<file path="config.mk">
export PLATFORM = sky130hd
export DESIGN_NAME = n1_seq_ctrl
export DESIGN_NICKNAME = d
export VERILOG_FILES = /design/src/rtl/n1_pkg.sv /design/src/rtl/n1_load_asm.sv /design/src/rtl/n1_seq_ctrl.sv
export SDC_FILE = /design/constraint.sdc
export NUM_CORES = 1
export LEC_CHECK = 0
export ABC_AREA = 1
export BUFFER_PORTS_ARGS = -buffer_cell sky130_fd_sc_hd__buf_4
export CAP_MARGIN = 20
export CORE_MARGIN = 2
export CORE_UTILIZATION = 45
export CTS_CLUSTER_SIZE = 40
export DETAILED_ROUTE_END_ITERATION = 12
export HOLD_SLACK_MARGIN = 0.1
export PLACE_DENSITY = 0.81
export SYNTH_ARGS = -nofsm -noshare
export SYNTH_HDL_FRONTEND = slang
export SYNTH_SLANG_ARGS = --single-unit
</file>
<file path="constraint.sdc">
create_clock -name clk -period 1.7 [get_ports clk]
set_clock_uncertainty 0.05 [all_clocks]
set_input_delay 0.34 -clock clk [delete_from_list [all_inputs] [get_ports clk]]
set_output_delay 0.34 -clock clk [all_outputs]
set_load 0.005 [all_outputs]
</file>
<file path="src/rtl/n1_pkg.sv">
// Shared definitions for the n1 sequencer: widths, FSM state codes,
// host command opcodes and a small state-classification helper.
package n1_pkg;

    localparam int PADDR_W = 5;
    localparam int INST_W  = 16;
    localparam int PC_W    = 8;

    typedef enum logic [2:0] {
        ST_IDLE    = 3'd0,
        ST_LOAD_LO = 3'd1,
        ST_FETCH   = 3'd2,
        ST_LATCH   = 3'd3,
        ST_ISSUE   = 3'd4,
        ST_HALTED  = 3'd5
    } state_t;

    typedef enum logic [1:0] {
        OP_LOAD = 2'b00,
        OP_RUN  = 2'b01,
        OP_STEP = 2'b10,
        OP_STOP = 2'b11
    } cmd_op_t;

    // States in which non-STOP host commands are accepted.
    function automatic logic accepts_cmd(input state_t s);
        return (s == ST_IDLE) || (s == ST_LOAD_LO) || (s == ST_HALTED);
    endfunction

endpackage

</file>
<file path="src/rtl/n1_load_asm.sv">
// Program loader: pairs host bytes into 16-bit words, tracks the load
// address and issues a one-cycle registered program RAM write.
// Ports: clk, rst_n, ena; hi_stb/lo_stb/clr/data from the FSM;
//        pram_we/pram_waddr/pram_wdata program RAM write port.
module n1_load_asm
    import n1_pkg::*;
(
    input  logic               clk,
    input  logic               rst_n,
    input  logic               ena,
    input  logic               hi_stb,
    input  logic               lo_stb,
    input  logic               clr,
    input  logic [7:0]         data,
    output logic               pram_we,
    output logic [PADDR_W-1:0] pram_waddr,
    output logic [INST_W-1:0]  pram_wdata
);

    logic [7:0]         hi_byte;
    logic [PADDR_W-1:0] ld_addr;
    logic               we_q;
    logic [PADDR_W-1:0] waddr_q;
    logic [INST_W-1:0]  wdata_q;

    always_ff @(posedge clk or negedge rst_n) begin
        if (!rst_n) begin
            hi_byte <= '0;
            ld_addr <= '0;
            we_q    <= 1'b0;
            waddr_q <= '0;
            wdata_q <= '0;
        end else if (ena) begin
            if (clr) begin
                hi_byte <= '0;
                ld_addr <= '0;
                we_q    <= 1'b0;
            end else begin
                we_q <= lo_stb;
                if (hi_stb) begin
                    hi_byte <= data;
                end
                if (lo_stb) begin
                    waddr_q <= ld_addr;
                    wdata_q <= {hi_byte, data};
                    // 5-bit counter: 31 wraps naturally to 0
                    ld_addr <= ld_addr + 1'b1;
                end
            end
        end
    end

    // A frozen block must never write the RAM.
    assign pram_we    = we_q & ena;
    assign pram_waddr = waddr_q;
    assign pram_wdata = wdata_q;

endmodule

</file>
<file path="src/rtl/n1_seq_ctrl.sv">
// n1 sequencer top: command FSM, program counter, fetch path and
// instruction handshake to execute; loader lives in n1_load_asm.
// Ports: host cmd_*, program RAM pram_*, execute inst_*/jmp_*/halt_req,
//        status pc and state.
module n1_seq_ctrl
    import n1_pkg::*;
(
    input  logic               clk,
    input  logic               rst_n,
    input  logic               ena,
    input  logic               cmd_valid,
    input  logic [1:0]         cmd_op,
    input  logic [7:0]         cmd_data,
    output logic               cmd_ready,
    output logic               pram_we,
    output logic [PADDR_W-1:0] pram_waddr,
    output logic [INST_W-1:0]  pram_wdata,
    output logic [PADDR_W-1:0] pram_raddr,
    input  logic [INST_W-1:0]  pram_rdata,
    output logic               inst_valid,
    output logic [INST_W-1:0]  inst,
    input  logic               inst_ready,
    input  logic               jmp_valid,
    input  logic [PC_W-1:0]    jmp_target,
    input  logic               halt_req,
    output logic [PC_W-1:0]    pc,
    output logic [2:0]         state
);

    state_t              state_q, state_d;
    logic [PC_W-1:0]     pc_q, pc_d;
    logic                run_q, run_d;
    logic [INST_W-1:0]   inst_q, inst_d;
    logic                iv_q, iv_d;
    logic                hi_stb, lo_stb, clr;

    cmd_op_t op;
    logic    is_stop;
    logic    take;
    logic    start;
    logic    ld_hi;
    logic    ld_lo;

    assign op        = cmd_op_t'(cmd_op);
    assign cmd_ready = accepts_cmd(state_q);
    assign is_stop   = cmd_valid && (op == OP_STOP);
    assign take      = cmd_valid && cmd_ready && !is_stop;
    assign start     = take && ((op == OP_RUN) || (op == OP_STEP));
    assign ld_hi     = take && (op == OP_LOAD) && (state_q == ST_IDLE);
    assign ld_lo     = take && (op == OP_LOAD) && (state_q == ST_LOAD_LO);

    always_ff @(posedge clk or negedge rst_n) begin
        if (!rst_n) begin
            state_q <= ST_IDLE;
            pc_q    <= '0;
            run_q   <= 1'b0;
            inst_q  <= '0;
            iv_q    <= 1'b0;
        end else if (ena) begin
            state_q <= state_d;
            pc_q    <= pc_d;
            run_q   <= run_d;
            inst_q  <= inst_d;
            iv_q    <= iv_d;
        end
    end

    always_comb begin
        state_d = state_q;
        pc_d    = pc_q;
        run_d   = run_q;
        inst_d  = inst_q;
        iv_d    = iv_q;
        hi_stb  = 1'b0;
        lo_stb  = 1'b0;
        clr     = 1'b0;
        // STOP overrides everything, including a same-edge handshake.
        if (is_stop) begin
            state_d = ST_IDLE;
            pc_d    = '0;
            iv_d    = 1'b0;
            clr     = 1'b1;
        end else begin
            unique case (state_q)
                ST_IDLE, ST_LOAD_LO, ST_HALTED: begin
                    // LOAD in HALTED matches nothing and is dropped.
                    unique case (1'b1)
                        start: begin
                            run_d   = (op == OP_RUN);
                            state_d = ST_FETCH;
                        end
                        ld_hi: begin
                            hi_stb  = 1'b1;
                            state_d = ST_LOAD_LO;
                        end
                        ld_lo: begin
                            lo_stb  = 1'b1;
                            state_d = ST_IDLE;
                        end
                        default: ;
                    endcase
                end
                ST_FETCH: begin
                    state_d = ST_LATCH;
                end
                ST_LATCH: begin
                    inst_d  = pram_rdata;
                    iv_d    = 1'b1;
                    state_d = ST_ISSUE;
                end
                ST_ISSUE: begin
                    if (inst_ready) begin
                        iv_d = 1'b0;
                        pc_d = jmp_valid ? jmp_target : pc_q + 1'b1;
                        if (halt_req || !run_q) begin
                            state_d = ST_HALTED;
                        end else begin
                            state_d = ST_FETCH;
                        end
                    end
                end
                default: begin
                    state_d = ST_IDLE;
                end
            endcase
        end
    end

    n1_load_asm u_load (
        .clk        (clk),
        .rst_n      (rst_n),
        .ena        (ena),
        .hi_stb     (hi_stb),
        .lo_stb     (lo_stb),
        .clr        (clr),
        .data       (cmd_data),
        .pram_we    (pram_we),
        .pram_waddr (pram_waddr),
        .pram_wdata (pram_wdata)
    );

    // Read address always tracks the pc; only FETCH relies on it.
    assign pram_raddr = pc_q[PADDR_W-1:0];
    assign inst_valid = iv_q;
    assign inst       = inst_q;
    assign pc         = pc_q;
    assign state      = state_q;

endmodule

</file>
==> results by group, run 1 <==
Floorplan
  • # IOs: 97
  • Initial Utilization: a little under half
  • # rows: 30
  • Die W: around 87 microns
  • Total core area: 0.006719 sq mm
  • Die H: 86.72 microns
  • Die area: ~0.0075 sq mm

STA
  • RSZ-0062 raised after global routing: no
  • Fin Hold WS: ~0.18 ns
  • Number of setup violations in the final report: 0
  • Final hold vios: 0
  • Min Tclk post-route: 1.611 ns
  • Worst Tran Pin Value: 0.3847 ns
  • Slew margin rel.: approximately three quarters
  • Fmax: 620.6 MHz
  • Tcrit/Tclk final: a little over nine tenths
  • Pins Over Slew Limit: 0

GRT
  • Initial antenna violation count: 0
  • First-pass GRT wire length: 11.30 mm
  • Largest net degree at the start of global routing: 50
  • Vias in the first global route: 2542
  • GRT overflow: 0
  • Total GRT Usage: 19.28%

Clock network
  • Postcts setup bufs: 0
  • CTS max path bufs: 2
  • Worst-path clk slew: 0.07 ns
  • # clock sinks: 64
  • CTS tree: built
  • CTS root buf: clkbuf_8
  • H-tree depth: 3
  • Total CTS buffers: 9
  • Clock Latency Late Sink: 0.33 ns

Setup path
  • Worst Path Arrival: 1.22 ns
  • R2R depth: 7
  • CP most frequent cell: nand2_1
  • Cell chain of the critical path: inv_2, nand2_1, nand2_1, buf_4
  • Slowest stage delay, CP: 0.46 ns
  • WS Path Type: flop to primary output
  • Crit path max-delay cell type: dfrtp_1
  • CP Capture Type: primary output
  • R2R setup slack: approximately 0.16 ns
  • Worst path required time: 1.31 ns
  • Reg2reg start: state[0]
  • CP max FO: 6
  • Worst r2r dst: pc[5]
  • Nature of the critical path startpoint: flop

Final layout
  • Filler Cells Inserted: 586
  • Area Overhead vs Synth: 34.42%
  • Layout cell share with drive strength beyond 1: a little over a third
  • Util after Layout: 61.60%
  • Finished layout cell area: 0.004139 sq mm
  • N_diodes: 0
  • Nets: 478
  • Layout Cells excl Fill: 517

Status
  • Status: finished, final reports clean

Place
  • Dpl cells: 500
  • Placed Area: 0.003929 sq mm
  • Detailed placement HPWL: 5.069 mm
  • Final Wtd Congestion: 0.8172
  • Port Buffer Count: 96

Synthesis
  • Area contributors post-synth: dfrtp_1 52%, nand2_1 8.4%, inv_1 5.0%
  • Cells after synthesis: between 300 and 400
  • Post-synth top area share: 52.01%
  • Synth Area per Inst: 9.388 sq um
  • Post-Syn Nets: 374
  • Async set-reset flop share out of synthesis: 100.0%
  • Register area share after synthesis: 52.01%
  • Netlist Area Pre-Place: 0.003079 sq mm
  • Yosys warning count: 0
  • Unique cell type count in the Yosys netlist: 33
  • Post-synth top cells: 69 x nand2_1, 64 x dfrtp_1, 41 x inv_1, 26 x nand3_1
  • EDFF count, synth: 0
  • Top-count cell post-synth: nand2_1
  • #FFs+latches synth: between 60 and 70
  • Dominant cell type by area after synthesis: dfrtp_1
  • Synth Flop Type: dfrtp_1

Power
  • Total power: 5.789 mW
  • Worst vdd ir: between 0.5 and 0.6 mV
  • Power Density: 1399 mW/mm^2
  • LEAKAGE: roughly 2.2 nW

Detailed routing
  • Drt wl/cell: 13.24 microns
  • DRC: 0
  • Via density: 4.948
  • WL met1: 3.046 mm
  • Routed length on met2: 3.236 mm
  • Uppermost layer routed: met4
  • Met3 Routed Length: 496 microns
  • Initial DRC count: 103
  • Remaining antenna violation count: 0
  • Final WL: 6.844 mm
  • First-pass iteration count of the detailed router: 5
  • Vias post-DR: around 2.6k

Min path
  • Hold Path End: inst[12]
  • Number of cells on the worst hold path: 2
  • Hold crit path type: input port to flop
  • Hold wc startpoint: pram_rdata[12]

Job
  • Maximum capacitance violations: 0
==> final cells by class <==
class / count / area, sq um / share of cell area [%]
Sequential cell: 64 / 1604 / 38.75
Multi-Input combinational cell: 204 / 1205 / 29.11
Timing Repair Buffer: 108 / 863.3 / 20.86
Inverter: 45 / 168.9 / 4.081
Clock buffer: 11 / 141.4 / 3.416
Tap cell: 80 / 100.1 / 2.418
Clock inverter: 5 / 56.30 / 1.360
==> critical path, delay by kind of cell (launching register included) <==
family        cells  cell delay [ns]
buf+inv           2             0.26
flops             1             0.46
simple gates      2             0.17
==> timing repair <==
item	in CTS	in global routing
hold buffers	1	0
resized for setup	0	2
setup endpoints to repair	0	2
endpoints found under the hold margin	28	0
==> how the worst max path moves through the flow <==
| stage | slack (ns) | end | start | depth (start not counted) |
|---|---|---|---|---|
| after detailed placement | -0.02 | inst[1] | cmd_op[0] | 7 |
| after global routing | 0.01 | cmd_ready | state[1] | 4 |
| final | 0.09 | cmd_ready | state[1] | 4 |
| after floorplan | 0.05 | inst[0] | cmd_op[0] | 7 |
| after global placement | 0.006 | inst[3] | cmd_op[0] | 7 |
| after CTS | 0.04 | cmd_ready | state[2] | 4 |
==> cell usage in the layout, fill, tap and decap left out, types with 2 or more instances in the layout <==
cell / synthesis / final
clkinv_2: 0 / 2
o22ai_2: 3 / 3
mux2_4: 9 / 9
inv_1: 41 / 41
dfrtp_1: 64 / 62
o21ai_0: 22 / 22
nand3_1: 26 / 26
ha_1: 5 / 5
dfrtp_2: 0 / 2
nand2_4: 2 / 2
inv_2: 3 / 3
mux2_2: 7 / 7
clkbuf_8: 0 / 10
nor2_1: 14 / 14
xor2_1: 4 / 4
a21oi_1: 3 / 3
nand2_1: 69 / 69
nor3_1: 2 / 2
o21ai_2: 4 / 4
buf_4: 6 / 103
buf_12: 0 / 4
o21ai_1: 22 / 22
mux2i_1: 2 / 2
==> through the flow <==
| step | worst slack [ns] | TNS (ns) |
|---|---|---|
| after floorplan | 0.04836 | 0 |
| after global placement | 0.005648 | 0 |
| after detailed placement | -0.02109 | -0.1797 |
| after CTS | 0.04408 | 0 |
| after global routing | 0.01041 | 0 |
| final | 0.08863 | 0 |
==> flip-flops by register name, indices dropped and copies added (netlist names) <==
name and flops:
pc 8, run_q 1, inst_valid 1, u_load.pram_waddr 5
inst 16, state 3, u_load.we_q 1, u_load.pram_wdata 16
u_load.hi_byte 8, u_load.ld_addr 5
==> power breakdown <==
part           internal [mW]  leakage [nW]  total, mW  switching [mW]
Clock                  0.715        0.0993       1.29           0.576
Sequential              2.04         0.845       2.45           0.419
Combinational           1.20          1.24       2.04           0.842
==> kinds of logic (layout without fill, tap and decap cells) <==
| family | after synthesis | after routing | synth area share (%) |
|---|---|---|---|
| AO/OA/AOI/OAI | 55 | 55 | 10.20 |
| XOR/XNOR | 5 | 5 | 1.422 |
| adder cells (fa/ha/maj) | 5 | 5 | 2.032 |
| buffers and inverters | 60 | 169 | 8.858 |
| flip-flops | 64 | 64 | 52.01 |
| multiplexers | 18 | 18 | 7.599 |
| AND/OR/NAND/NOR | 121 | 121 | 17.88 |
==> layer usage <==
layer	up-vias	track usage (%)
met5	-	0
met4	0	6.392
met3	6	5.810
met2	89	32.66
met1	1202	23.54
li1	1261	-
Power figures use the tool's default switching activity.
==> run 2: changes to the inputs <==
--- a/config.mk
+++ b/config.mk
@@ -6,7 +6,7 @@
 export NUM_CORES = 1
 export LEC_CHECK = 0
 export ABC_AREA = 1
-export BUFFER_PORTS_ARGS = -buffer_cell sky130_fd_sc_hd__buf_4
+export BUFFER_PORTS_ARGS = -buffer_cell sky130_fd_sc_hd__clkbuf_2
 export CAP_MARGIN = 20
 export CORE_MARGIN = 2
 export CORE_UTILIZATION = 45
==> run 2 against run 1 <==
Against the previous run: non-clock buffer count grew 1; critical path type unchanged; first-iteration DRC count is the same; global-route usage shrank 1.0 points; utilization shrank 2.6 points; design area shrank 4.1%; sequential power is essentially flat; routed wire length shrank 6.4%.
==> results by group, run 2 (same netlist as run 1, synthesis figures left out) <==
Power
  • LEAKAGE: 2.150 nW (was 2.184 nW)
  • Seq pwr share: 42.1% (was 42.4%)
  • Sw Share: 31.09% (was 31.72%)
  • Clock power share: 27.9% (was 22.3%)
  • Internal Pwr Total: 4.005 mW (was 3.952 mW)
  • Worst vdd ir: 0.6923 mV (was 0.5853 mV)
  • Power Density: 1465 mW/mm^2 (was 1399 mW/mm^2)
  • Comb pwr share: 30.0% (was 35.3%)
  • Switching power: 1.807 mW (was 1.836 mW)
  • Total power: 5.812 mW (was 5.789 mW)

Clock network
  • CTS root buf: clkbuf_8 (unchanged)
  • CTS tree: built (unchanged)
  • Clock Latency Late Sink: 0.33 ns (about the same)
  • Total CTS buffers: 9 (unchanged)
  • CTS max path bufs: 2 (unchanged)
  • # clock sinks: 64 (unchanged)
  • H-tree depth: 3 (unchanged)
  • Worst-path clk slew: 0.07 ns (about the same)

Setup path
  • Slowest stage delay, CP: 0.47 ns (was 0.46 ns)
  • Nature of the critical path startpoint: flop (unchanged)
  • R2R setup slack: 0.15 ns (was 0.16 ns)
  • CP Capture Type: primary output (unchanged)
  • Worst Path Arrival: 1.22 ns (about the same)
  • Worst path required time: 1.31 ns (about the same)
  • CP most frequent cell: nand2_1 (unchanged)
  • Crit path max-delay cell type: dfrtp_1 (unchanged)
  • Cell chain of the critical path: inv_2, nand2_1, nand2_1, clkbuf_2 (was inv_2, nand2_1, nand2_1, buf_4)
  • Critical path's top delay family: flip-flops (unchanged)
  • WS Path Type: flop to primary output (unchanged)
  • R2R depth: 4 (was 7)
  • CP max FO: 6 (unchanged)
  • Buf+Inv Stages, Crit Path: 2 (unchanged)
  • WP depth: 4 (unchanged)

Final layout
  • Layout cell share with drive strength beyond 1: 36.53% (was 36.16%)
  • Most frequent cells in the layout: 96 x clkbuf_2, 69 x nand2_1, 64 x dfrtp_1, 41 x inv_1, 25 x nand3_1 (was 103 x buf_4, 69 x nand2_1, 62 x dfrtp_1, 41 x inv_1, 26 x nand3_1)
  • Filler Cells Inserted: 601 (was 586)
  • Area Overhead vs Synth: 28.85% (was 34.42%)
  • Nets: 479 (was 478)
  • Util after Layout: 59.05% (was 61.60%)
  • Layout Cells excl Fill: 518 (was 517)
  • N_diodes: 0 (unchanged)
  • Commonest non-fill, non-tap cell in the layout: clkbuf_2 (was buf_4)

Place
  • Dpl cells: 501 (was 500)
  • Detailed placement HPWL: 4.683 mm (was 5.069 mm)
  • Setup WS pre-CTS: -0.03699 ns (was -0.02109 ns)
  • Final Wtd Congestion: 0.8313 (was 0.8172)
  • Port Buffer Count: 96 (unchanged)

STA
  • Fmax: 619.2 MHz (was 620.6 MHz)
  • Worst Tran Pin Value: 0.3371 ns (was 0.3847 ns)
  • RSZ-0062 raised after global routing: no (unchanged)
  • Tcrit/Tclk final: 95.00% (was 94.79%)
  • Final hold vios: 0 (unchanged)
  • Pins Over Slew Limit: 0 (unchanged)
  • Slew margin rel.: 77.50% (was 74.35%)
  • Fin Hold WS: 0.1869 ns (was 0.1820 ns)
  • Setup WS post-layout: 0.08506 ns (was 0.08863 ns)
  • Min Tclk post-route: 1.615 ns (was 1.611 ns)
  • Number of setup violations in the final report: 0 (unchanged)

GRT
  • GRT overflow: 0 (unchanged)
  • Vias in the first global route: 2498 (was 2542)
  • Largest net degree at the start of global routing: 65 (was 50)
  • Total GRT Usage: 18.25% (was 19.28%)
  • First-pass GRT wire length: 10.91 mm (was 11.30 mm)
  • Initial antenna violation count: 0 (unchanged)

Detailed routing
  • Final WL: 6.407 mm (was 6.844 mm)
  • DRC: 0 (unchanged)
  • Drt wl/cell: 12.37 microns (was 13.24 microns)
  • Remaining antenna violation count: 0 (unchanged)
  • Via density: 4.952 (was 4.948)
  • Initial DRC count: 103 (unchanged)
  • First-pass iteration count of the detailed router: 4 (was 5)
  • Vias post-DR: 2565 (was 2558)

Min path
  • Number of cells on the worst hold path: 2 (unchanged)
  • Hold crit path type: input port to flop (unchanged)

Floorplan
  • # rows: 30 (unchanged)
  • Die area: 0.007520 sq mm (unchanged)
  • Die H: 86.72 microns (unchanged)
  • # IOs: 97 (unchanged)
  • Total core area: 0.006719 sq mm (unchanged)
  • Die W: 86.72 microns (unchanged)
  • Initial Utilization: 45.83% (unchanged)

Job
  • Maximum capacitance violations: 0 (unchanged)

Status
  • Status: finished, final reports clean (unchanged)
-- run 2: changes by cell type in the layout (fill, tap and decap cells not counted), sizes merged --
cell | previous run | this run
clkinv | 4 | 2
buf | 107 | 12
bufinv | 1 | 3
clkbuf | 11 | 107
-- run 2: stage by stage --
stage               TNS, ns  instance area [sq um]
floorplan                 0                   3079
finish                    0                   3968
detailed placement  -0.3733                   3696
global route              0                   3968
CTS                       0                   3960
global placement          0                   3696
-- run 2: path summary, 6_finish.rpt --
| kind | from | to |
|---|---|---|
| setup / recovery | state[1] | cmd_ready |
| setup reg to reg | state[0] | inst[1] |
| hold reg to reg | u_load.pram_wdata[14] | u_load.pram_wdata[14] |
| max in group asynchronous | rst_n | run_q |
| min in group asynchronous | rst_n | inst[3] |
| hold / removal | pram_rdata[12] | inst[12] |
-- run 2: worst register-to-register path: cells and delay by family, from the launching register on --
family	cells	cell delay (ns)
DFF	1	0.50
and+or+nand+nor	2	0.45
muxes	1	0.35
buffers and inverters	1	0.10
-- run 2: final cells by class --
class | instances | area [sq um] | area share [%]
flip-flops and latches | 64 | 1602 | 40.37
well taps | 80 | 100.1 | 2.523
clock buffers | 11 | 151.4 | 3.816
inverters | 45 | 168.9 | 4.257
clock inverters | 5 | 102.6 | 2.586
multi-input cells | 204 | 1212 | 30.56
repair buffers | 109 | 630.6 | 15.89
-- run 2: timing repair --
action / CTS / global route
gates resized for setup: 0 / 2
setup endpoints to repair: 0 / 7
buffers inserted: 0 / 0
hold buffers: 1 / 0
endpoints found under the hold margin: 64 / 0
-- run 2: power groups by stage --
stage                     sequential [mW]  clock (mW)  combinational [mW]
final                                2.45        1.62                1.74
after global routing                 2.52        1.71                2.01
after CTS                            2.45        1.66                1.77
after detailed placement             2.47           0                1.76
after global placement               2.44           0                1.70
after floorplan                      2.42           0                1.04
-- run 2: metal layers --
metal	routed length (microns)	vias up	GRT usage (%)
li1	-	1263	-
met1	2927	1200	23.52
met4	68	0	7.670
met3	436	7	3.714
met2	2973	95	30.00
met5	0	-	0
